**config.mk**
```make
export PLATFORM = sky130hd
export DESIGN_NAME = clk_gate_bank
export DESIGN_NICKNAME = d
export VERILOG_FILES = /design/src/rtl/clk_gate_bank_pkg.sv /design/src/rtl/icg_cell.sv /design/src/rtl/clk_gate_bank.sv
export SDC_FILE = /design/constraint.sdc
export NUM_CORES = 1
export LEC_CHECK = 0
export BUFFER_PORTS_ARGS = -buffer_cell sky130_fd_sc_hd__clkbuf_2
export CORE_MARGIN = 5
export CORE_UTILIZATION = 30
export CTS_CLUSTER_SIZE = 24
export DETAILED_ROUTE_END_ITERATION = 8
export GPL_TIMING_DRIVEN = 0
export SLEW_MARGIN = 20
export SYNTH_ARGS = -nofsm -noshare
export SYNTH_HDL_FRONTEND = slang
export SYNTH_HIERARCHICAL = 1
export SYNTH_SLANG_ARGS = --single-unit
```
**constraint.sdc**
```tcl
create_clock -name CK -period 1.9 [get_ports CK]
set_input_delay 0.095 -clock CK [delete_from_list [all_inputs] [get_ports CK]]
set_output_delay 0.095 -clock CK [all_outputs]
set_load 0.02 [all_outputs]
```
**src/rtl/clk_gate_bank_pkg.sv**
```systemverilog
// Shared definitions for the clock-gate bank: the channel FSM state encoding
// and the default parameter values.
package clk_gate_bank_pkg;

    // Per-channel gating FSM states
    typedef enum logic [1:0] {
        CG_OFF  = 2'd0,
        CG_WAKE = 2'd1,
        CG_ON   = 2'd2,
        CG_IDLE = 2'd3
    } cg_state_e;

    localparam int unsigned NCH_DEF      = 4;
    localparam int unsigned CNT_W_DEF    = 8;
    localparam int unsigned WAKE_CYC_DEF = 2;

    // Wake counter width; holds WAKE_CYC-1 for WAKE_CYC up to 15
    localparam int unsigned WAKE_W = 4;

endpackage : clk_gate_bank_pkg

```
**src/rtl/icg_cell.sv**
```systemverilog
// Integrated clock-gating cell: latch transparent while CK is low, AND gate
// on the output, so the enable can only change while the clock is low and
// every GCK pulse is a whole CK high phase.
//   CK  : source clock
//   E   : functional enable
//   SE  : scan enable, forces the gate open
//   GCK : gated clock
module icg_cell (
    input  logic CK,
    input  logic E,
    input  logic SE,
    output logic GCK
);

    logic en_lat;

    // Enable latch, closed during the CK high phase
    always_latch begin
        if (!CK) begin
            en_lat <= E | SE;
        end
    end

    assign GCK = CK & en_lat;

endmodule : icg_cell

```
**src/rtl/clk_gate_bank.sv**
```systemverilog
// Bank of NCH independently gated clocks. Each channel runs its own
// OFF/WAKE/ON/IDLE FSM that raises the functional enable on request, reports
// ready after a fixed wake time, and auto-gates after idle_limit idle cycles.
//   CK, RN     : source clock, synchronous active-low reset
//   SE         : scan enable, opens every gate without touching the FSMs
//   req        : per-channel clock request
//   busy       : per-channel activity, keeps the clock on
//   force_off  : per-channel immediate shutdown (highest priority)
//   idle_limit : idle cycles tolerated before gating
//   gck        : gated clocks
//   ready      : gated clock running and stable (ON or IDLE)
//   gated      : functional enable currently low
module clk_gate_bank
    import clk_gate_bank_pkg::*;
#(
    parameter int unsigned NCH      = NCH_DEF,
    parameter int unsigned CNT_W    = CNT_W_DEF,
    parameter int unsigned WAKE_CYC = WAKE_CYC_DEF
) (
    input  logic             CK,
    input  logic             RN,
    input  logic             SE,
    input  logic [NCH-1:0]   req,
    input  logic [NCH-1:0]   busy,
    input  logic [NCH-1:0]   force_off,
    input  logic [CNT_W-1:0] idle_limit,
    output logic [NCH-1:0]   gck,
    output logic [NCH-1:0]   ready,
    output logic [NCH-1:0]   gated
);

    localparam logic [WAKE_W-1:0] WAKE_LOAD = WAKE_W'(WAKE_CYC - 1);

    for (genvar i = 0; i < NCH; i++) begin : g_ch

        cg_state_e          state_q;
        logic               en_q;
        logic               ready_q;
        logic [CNT_W-1:0]   cnt_q;
        logic [WAKE_W-1:0]  wake_q;

        // Channel FSM; en_q and ready_q are registered alongside the state
        always_ff @(posedge CK) begin
            if (!RN) begin
                state_q <= CG_OFF;
                en_q    <= 1'b0;
                ready_q <= 1'b0;
                cnt_q   <= '0;
                wake_q  <= '0;
            end else if (force_off[i]) begin
                state_q <= CG_OFF;
                en_q    <= 1'b0;
                ready_q <= 1'b0;
                cnt_q   <= '0;
                wake_q  <= '0;
            end else begin
                case (state_q)
                    CG_OFF: begin
                        if (req[i]) begin
                            state_q <= CG_WAKE;
                            en_q    <= 1'b1;
                            wake_q  <= WAKE_LOAD;
                        end
                    end
                    CG_WAKE: begin
                        // Wake always runs to completion, even if req drops
                        if (wake_q == '0) begin
                            state_q <= CG_ON;
                            ready_q <= 1'b1;
                        end else begin
                            wake_q <= wake_q - WAKE_W'(1);
                        end
                    end
                    CG_ON: begin
                        if (!req[i] && !busy[i]) begin
                            if (idle_limit == '0) begin
                                // Zero tolerance: gate immediately
                                state_q <= CG_OFF;
                                en_q    <= 1'b0;
                                ready_q <= 1'b0;
                            end else begin
                                state_q <= CG_IDLE;
                                cnt_q   <= idle_limit;
                            end
                        end
                    end
                    CG_IDLE: begin
                        if (req[i] || busy[i]) begin
                            state_q <= CG_ON;
                        end else if (cnt_q == '0) begin
                            state_q <= CG_OFF;
                            en_q    <= 1'b0;
                            ready_q <= 1'b0;
                        end else begin
                            cnt_q <= cnt_q - CNT_W'(1);
                        end
                    end
                    default: begin
                        state_q <= CG_OFF;
                        en_q    <= 1'b0;
                        ready_q <= 1'b0;
                    end
                endcase
            end
        end

        icg_cell u_icg (
            .CK  (CK),
            .E   (en_q),
            .SE  (SE),
            .GCK (gck[i])
        );

        assign ready[i] = ready_q;
        assign gated[i] = ~en_q;

    end : g_ch

endmodule : clk_gate_bank

```
Word-level counts from Yosys, hierarchy flattened
Cells that the tools add are included.
{"block": "totals", "input_bits": 23, "latchBits": 4, "word_cells": 253, "register_bits": 64, "out_inout_bits": 12}
{"block": "classes", "bitwise": 13, "eq_ne": 52, "n_mux": 87, "add_sub_neg": 8, "reduce_logical": 69}
{"op": "two-way mux 8 bit", "count": 13}
{"op": "!= test 2 bit (second input constant)", "count": 36}
{"op": "case mux 8 bit (2 select lines)", "count": 4}
{"op": "AND reduction 6 bit", "count": 8}
{"op": "two-way mux 2 bit", "count": 21}
{"op": "logical NOT 8 bit", "count": 5}
{"op": "two-way mux 4 bit", "count": 8}
{"op": "case mux 2 bit (4 select lines)", "count": 4}
{"op": "case mux 4 bit (2 select lines)", "count": 4}
{"op": "subtractor 8 x 1 -> 8 bit (second input constant)", "count": 4}
{"op": "two-way mux 1 bit", "count": 25}
{"op": "case mux 1 bit (3 select lines)", "count": 8}
{"op": "nonzero test 3 bit", "count": 8}
{"op": "AND reduction 5 bit", "count": 4}
{"op": "== test 2 bit (second input constant)", "count": 8}
{"op": "logical NOT 4 bit", "count": 4}
{"op": "AND reduction 4 bit", "count": 4}
{"op": "nonzero test 2 bit", "count": 8}
{"op": "subtractor 4 x 1 -> 4 bit (second input constant)", "count": 4}
{"op": "!= test 3 bit (second input constant)", "count": 4}
{"op": "AND reduction 3 bit", "count": 4}
{"op": "== test 2 x 1 -> 1 bit (second input constant)", "count": 4}
{"op": "logical NOT 1 bit", "count": 8}
{"op": "logical NOT 2 bit", "count": 4}
{"op": "other kinds (6)", "count": 25}

Logic depth before layout (Yosys ltp)
{"block": "depth", "word_depth": 4, "depth_mapped": 8, "ltp_nobuf": 7}

By module
The synthesis kept the hierarchy.
{"module": "clk_gate_bank", "n_inst": 1, "seq_area_each_um2": 1281.2, "cells_each": 488, "area_per_inst_um2": 3837.4}
{"module": "icg_cell", "n_inst": 4, "seq_area_each_um2": 0.0, "cells_each": 3, "area_per_inst_um2": 27.5}

==> impl_metrics.sql <==
INSERT INTO impl_metrics (metric_group, metric, value, unit) VALUES
('worst_setup_path', 'data_required_time_of_the_worst_path', '1.80', 'ns'),
('floorplanning', 'floorplan.die.width', '124.7', 'um'),
('floorplanning', 'pin_count', '35', ''),
('layout', 'filler_cell_count', '1334', ''),
('yosys', 'syn_nets', '539', ''),
('global_routing', 'initial_antenna_violation_count', '0', ''),
('drt', 'remaining_drc_errors', '0', ''),
('power_and_ir_drop', 'post-layout-total-power', '4.292', 'mW'),
('yosys', 'yosysTopAreaCellShare', '32.46', '%'),
('worst_setup_path', 'worst_path_max_delay_cell', 'dlxtn_2', ''),
('layout', 'diodes', '0', ''),
('power_and_ir_drop', 'peakVddDrop', '0.3945', 'mV'),
('floorplanning', 'core_region_area', '13090', 'sq um'),
('global_routing', 'grt_start_max_net_pins', '12', ''),
('drt', 'post_drt_via_cell_ratio', '5.299', ''),
('worst_setup_path', 'worstPathCellList', 'and2_4, buf_8', ''),
('layout', 'nNetsFinal', '586', ''),
('yosys', 'syn-mean-instance-area', '7.895', 'sq um'),
('global_routing', 'global_route.usage.total', '14.10', '%'),
('worst_setup_path', 'timing_worst_setup_path_type', 'latch to primary output', ''),
('worst_setup_path', 'critical_path_peak_fanout', '1', ''),
('yosys', 'ys_ff_latch', '68', ''),
('drt', 'drtPass1Iterations', '5', ''),
('layout', 'drive_gt1_share', '17.21', '%'),
('power_and_ir_drop', 'power.switching', '1.079', 'mW'),
('sta', 'slew_headroom', '60.95', '%'),
('worst_setup_path', 'worst_path_arrival', '2.07', 'ns'),
('yosys', 'synth_flop_cell', 'dfxtp_1', ''),
('yosys', 'synthesis.area', '3948', 'sq um'),
('sta', 'timing.final.setup_violations', '8', ''),
('place', 'place.gp.congestion', '0.8071', ''),
('power_and_ir_drop', 'p_int', '3.213', 'mW'),
('yosys', 'postSynthCellCount', '500', ''),
('power_and_ir_drop', 'p_leak', '1.819', 'nW'),
('sta', 'final-max-slew-violation-count', '0', ''),
('sta', 'final_hold_viol_count', '0', ''),
('cts', 'cts.reportedPaths.clkPinSlew', '0.05', 'ns'),
('place', 'detailedPlacementHpwl', '7646', 'um'),
('drt', 'vias', '3858', ''),
('sta', 'final.setup.tns', '-0.9858', 'ns'),
('cts', 'tritoncts', 'done', ''),
('status', 'failing_checks', 'setup timing', ''),
('layout', 'layout_common_cells', 'dfxtp_1, nor2_1, nand2_1', ''),
('global_routing', 'grt_pass1_vias', '3780', ''),
('global_routing', 'global_route.overflow_total', '0', ''),
('drt', 'route.final.wire_length', '10860', 'um'),
('floorplanning', 'fp.dieArea', '15550', 'sq um'),
('global_routing', 'grt_pass1_wl', '17880', 'um'),
('floorplanning', 'cell_row_count', '42', ''),
('sta', 'worst-slew-pin-transition', '0.5837', 'ns'),
('power_and_ir_drop', 'pwr-share-seq', '33.8', '%'),
('cts', 'cts_hold_repair.buffers', '0', ''),
('status', 'outcome', 'complete, but fails checks', ''),
('place', 'portBuffers', '33', ''),
('power_and_ir_drop', 'comb_power_share', '7.1', '%'),
('worst_setup_path', 'start_kind', 'latch', ''),
('sta', 'setup_repair_after_global_routing_missed_its_margin', 'true', ''),
('floorplanning', 'start_util', '30.17', '%'),
('worst_setup_path', 'crit_family', 'latches', ''),
('cts', 'clk-insertion-delay-late', '0.45', 'ns'),
('worst_setup_path', 'critical_path.endpoint_type', 'primary output', ''),
('hold_path', 'holdCritPathClass', 'input port to flip-flop', ''),
('sta', 'timing.final.ws_setup', '-0.2600', 'ns'),
('layout', 'finish.utilization', '37.35', '%'),
('job', 'maxCapViolCount', '0', ''),
('layout', 'flow.area_growth_from_synthesis', '23.80', '%'),
('yosys', 'yosys.cell_types.count', '57', ''),
('power_and_ir_drop', 'p_clk_share', '59.1', '%'),
('yosys', 'post_synth_main_area_contributors', 'dfxtp_1, a21oi_1, nor2_1', ''),
('layout', 'final_common_cell', 'dfxtp_1', ''),
('worst_setup_path', 'critical_path.n_buffers_inverters', '1', ''),
('worst_setup_path', 'crit_path_max_incr_delay', '0.41', 'ns'),
('floorplanning', 'die_h', '124.7', 'um'),
('yosys', 'ys_async_sr_fraction', '0', '%'),
('yosys', 'yosysTopAreaCell', 'dfxtp_1', ''),
('drt', 'drt-initial-drc-count', '355', ''),
('drt', 'wl_per_cell', '14.92', 'um'),
('power_and_ir_drop', 'power_per_cell_area', '878.1', 'nW/um^2'),
('sta', 'final_clock_skew', '0.01059', 'ns'),
('drt', 'route.antenna.remaining_nets', '0', ''),
('yosys', 'synth_edf_count', '0', ''),
('yosys', 'yosysWarningCount', '6', ''),
('power_and_ir_drop', 'p_sw_share', '25.14', '%');
[synthesized netlist by cell type, types with 2 or more instances]
| cell | count |
|---|---|
| dfxtp_1 | 64 |
| ha_1 | 16 |
| nand2b_1 | 9 |
| o21ai_1 | 4 |
| a31oi_1 | 5 |
| o211ai_1 | 15 |
| buf_4 | 4 |
| o32ai_1 | 5 |
| nor2_1 | 54 |
| nor4_1 | 6 |
| or2_1 | 5 |
| a32oi_1 | 2 |
| a21oi_1 | 42 |
| a211o_1 | 6 |
| a311oi_1 | 2 |
| or4_1 | 4 |
| buf_6 | 5 |
| mux2_2 | 2 |
| clkbuf_1 | 17 |
| and2_1 | 9 |
| nand2_1 | 42 |
| or3b_2 | 2 |
| nand4_1 | 7 |
| nor2b_1 | 7 |
| a211oi_1 | 11 |
| nor3b_1 | 7 |
| dlxtn_1 | 4 |
| o31ai_1 | 15 |
| o211ai_4 | 2 |
| buf_1 | 2 |
| a22oi_1 | 5 |
| inv_1 | 26 |
| o21a_1 | 2 |
| nor3_1 | 34 |
| nand3_1 | 4 |
| and3_1 | 3 |
| xor2_1 | 8 |
| or3_1 | 6 |
| a21o_1 | 7 |
| o21ai_0 | 12 |
| o311a_1 | 2 |
[flip-flops by register name (all words and copies together), names as in the netlist]
name and flops:
g_ch.cnt_q 32, g_ch.wake_q 16, g_ch.state_q 8, g_ch.en_q 4
g_ch.ready_q 4, g_ch.u_icg/en_lat 4
[tightest hold or removal path, cell delays in order]
cell and delay (ns):
clkbuf_2 0.11, nand2_1 0.12, a21oi_1 0.08
[stage by stage]
stage	cells	setup slack (ns)	hold WS, ns	instance area, sq um
after detailed placement	709	-0.2094	0.3461	4333
after CTS	728	-0.3014	0.004373	4840
after global routing	728	-0.2995	0.02224	4887
after floorplan	500	0.03529	0.2948	3948
final	728	-0.2600	0.01379	4887
after global placement	709	-0.2014	0.3461	4333
[per-layer routing]
metal	track usage (%)	wire (um)
met5	0	0
met4	7.350	346
met3	5.189	620
met2	22.39	5165
met1	16.58	4730
[final timing paths]
path / to / slack (ns) / start / depth (start not counted)
max: gck[2] / -0.26 / g_ch[2].u_icg/en_lat / 2
min: g_ch[3].en_q / 0.01 / req[3] / 3
max reg2reg: g_ch[1].en_q / 0.10 / g_ch[1].cnt_q[4] / 5
min reg2reg: g_ch[2].ready_q / 0.45 / g_ch[2].ready_q / 2
[repair_timing]
| action | in CTS | in global routing |
|---|---|---|
| resized for setup | 22 | 21 |
| pin swaps | 0 | 3 |
| endpoints found under the setup margin | 24 | 28 |
| buffers inserted | 0 | 2 |
[logic make-up after synthesis]
kind of cell / Yosys count / share of synthesized area, %
AO/OA/AOI/OAI: 146 / 25.90
XOR/XNOR: 8 / 1.775
adder cells (fa/ha/maj): 16 / 5.071
buffers and inverters: 55 / 6.592
flip-flops: 64 / 32.46
latches: 4 / 1.521
multiplexers: 3 / 0.8241
AND/OR/NAND/NOR: 204 / 25.86
[final cells by class]
type,count,area (sq um),area share (%)
multi-input combinational,377,2427,49.67
sequential,68,1346,27.55
clock buffer,21,429.2,8.781
tap,176,220.2,4.506
buffer,26,162.7,3.328
timing repair buffer,31,160.2,3.277
inverter,26,97.59,1.997
clock inverter,3,43.79,0.8961
[power groups by stage]
| stage | sequential, mW | combinational [mW] | clock [mW] |
|---|---|---|---|
| detailed placement | 1.48 | 0.292 | 0.151 |
| CTS | 1.45 | 0.298 | 2.57 |
| floorplan | 1.47 | 0.191 | 0.108 |
| global route | 1.45 | 0.338 | 2.69 |
| global placement | 1.48 | 0.285 | 0.151 |
| finish | 1.45 | 0.305 | 2.54 |
No activity file was read; power rests on OpenSTA's default activity.
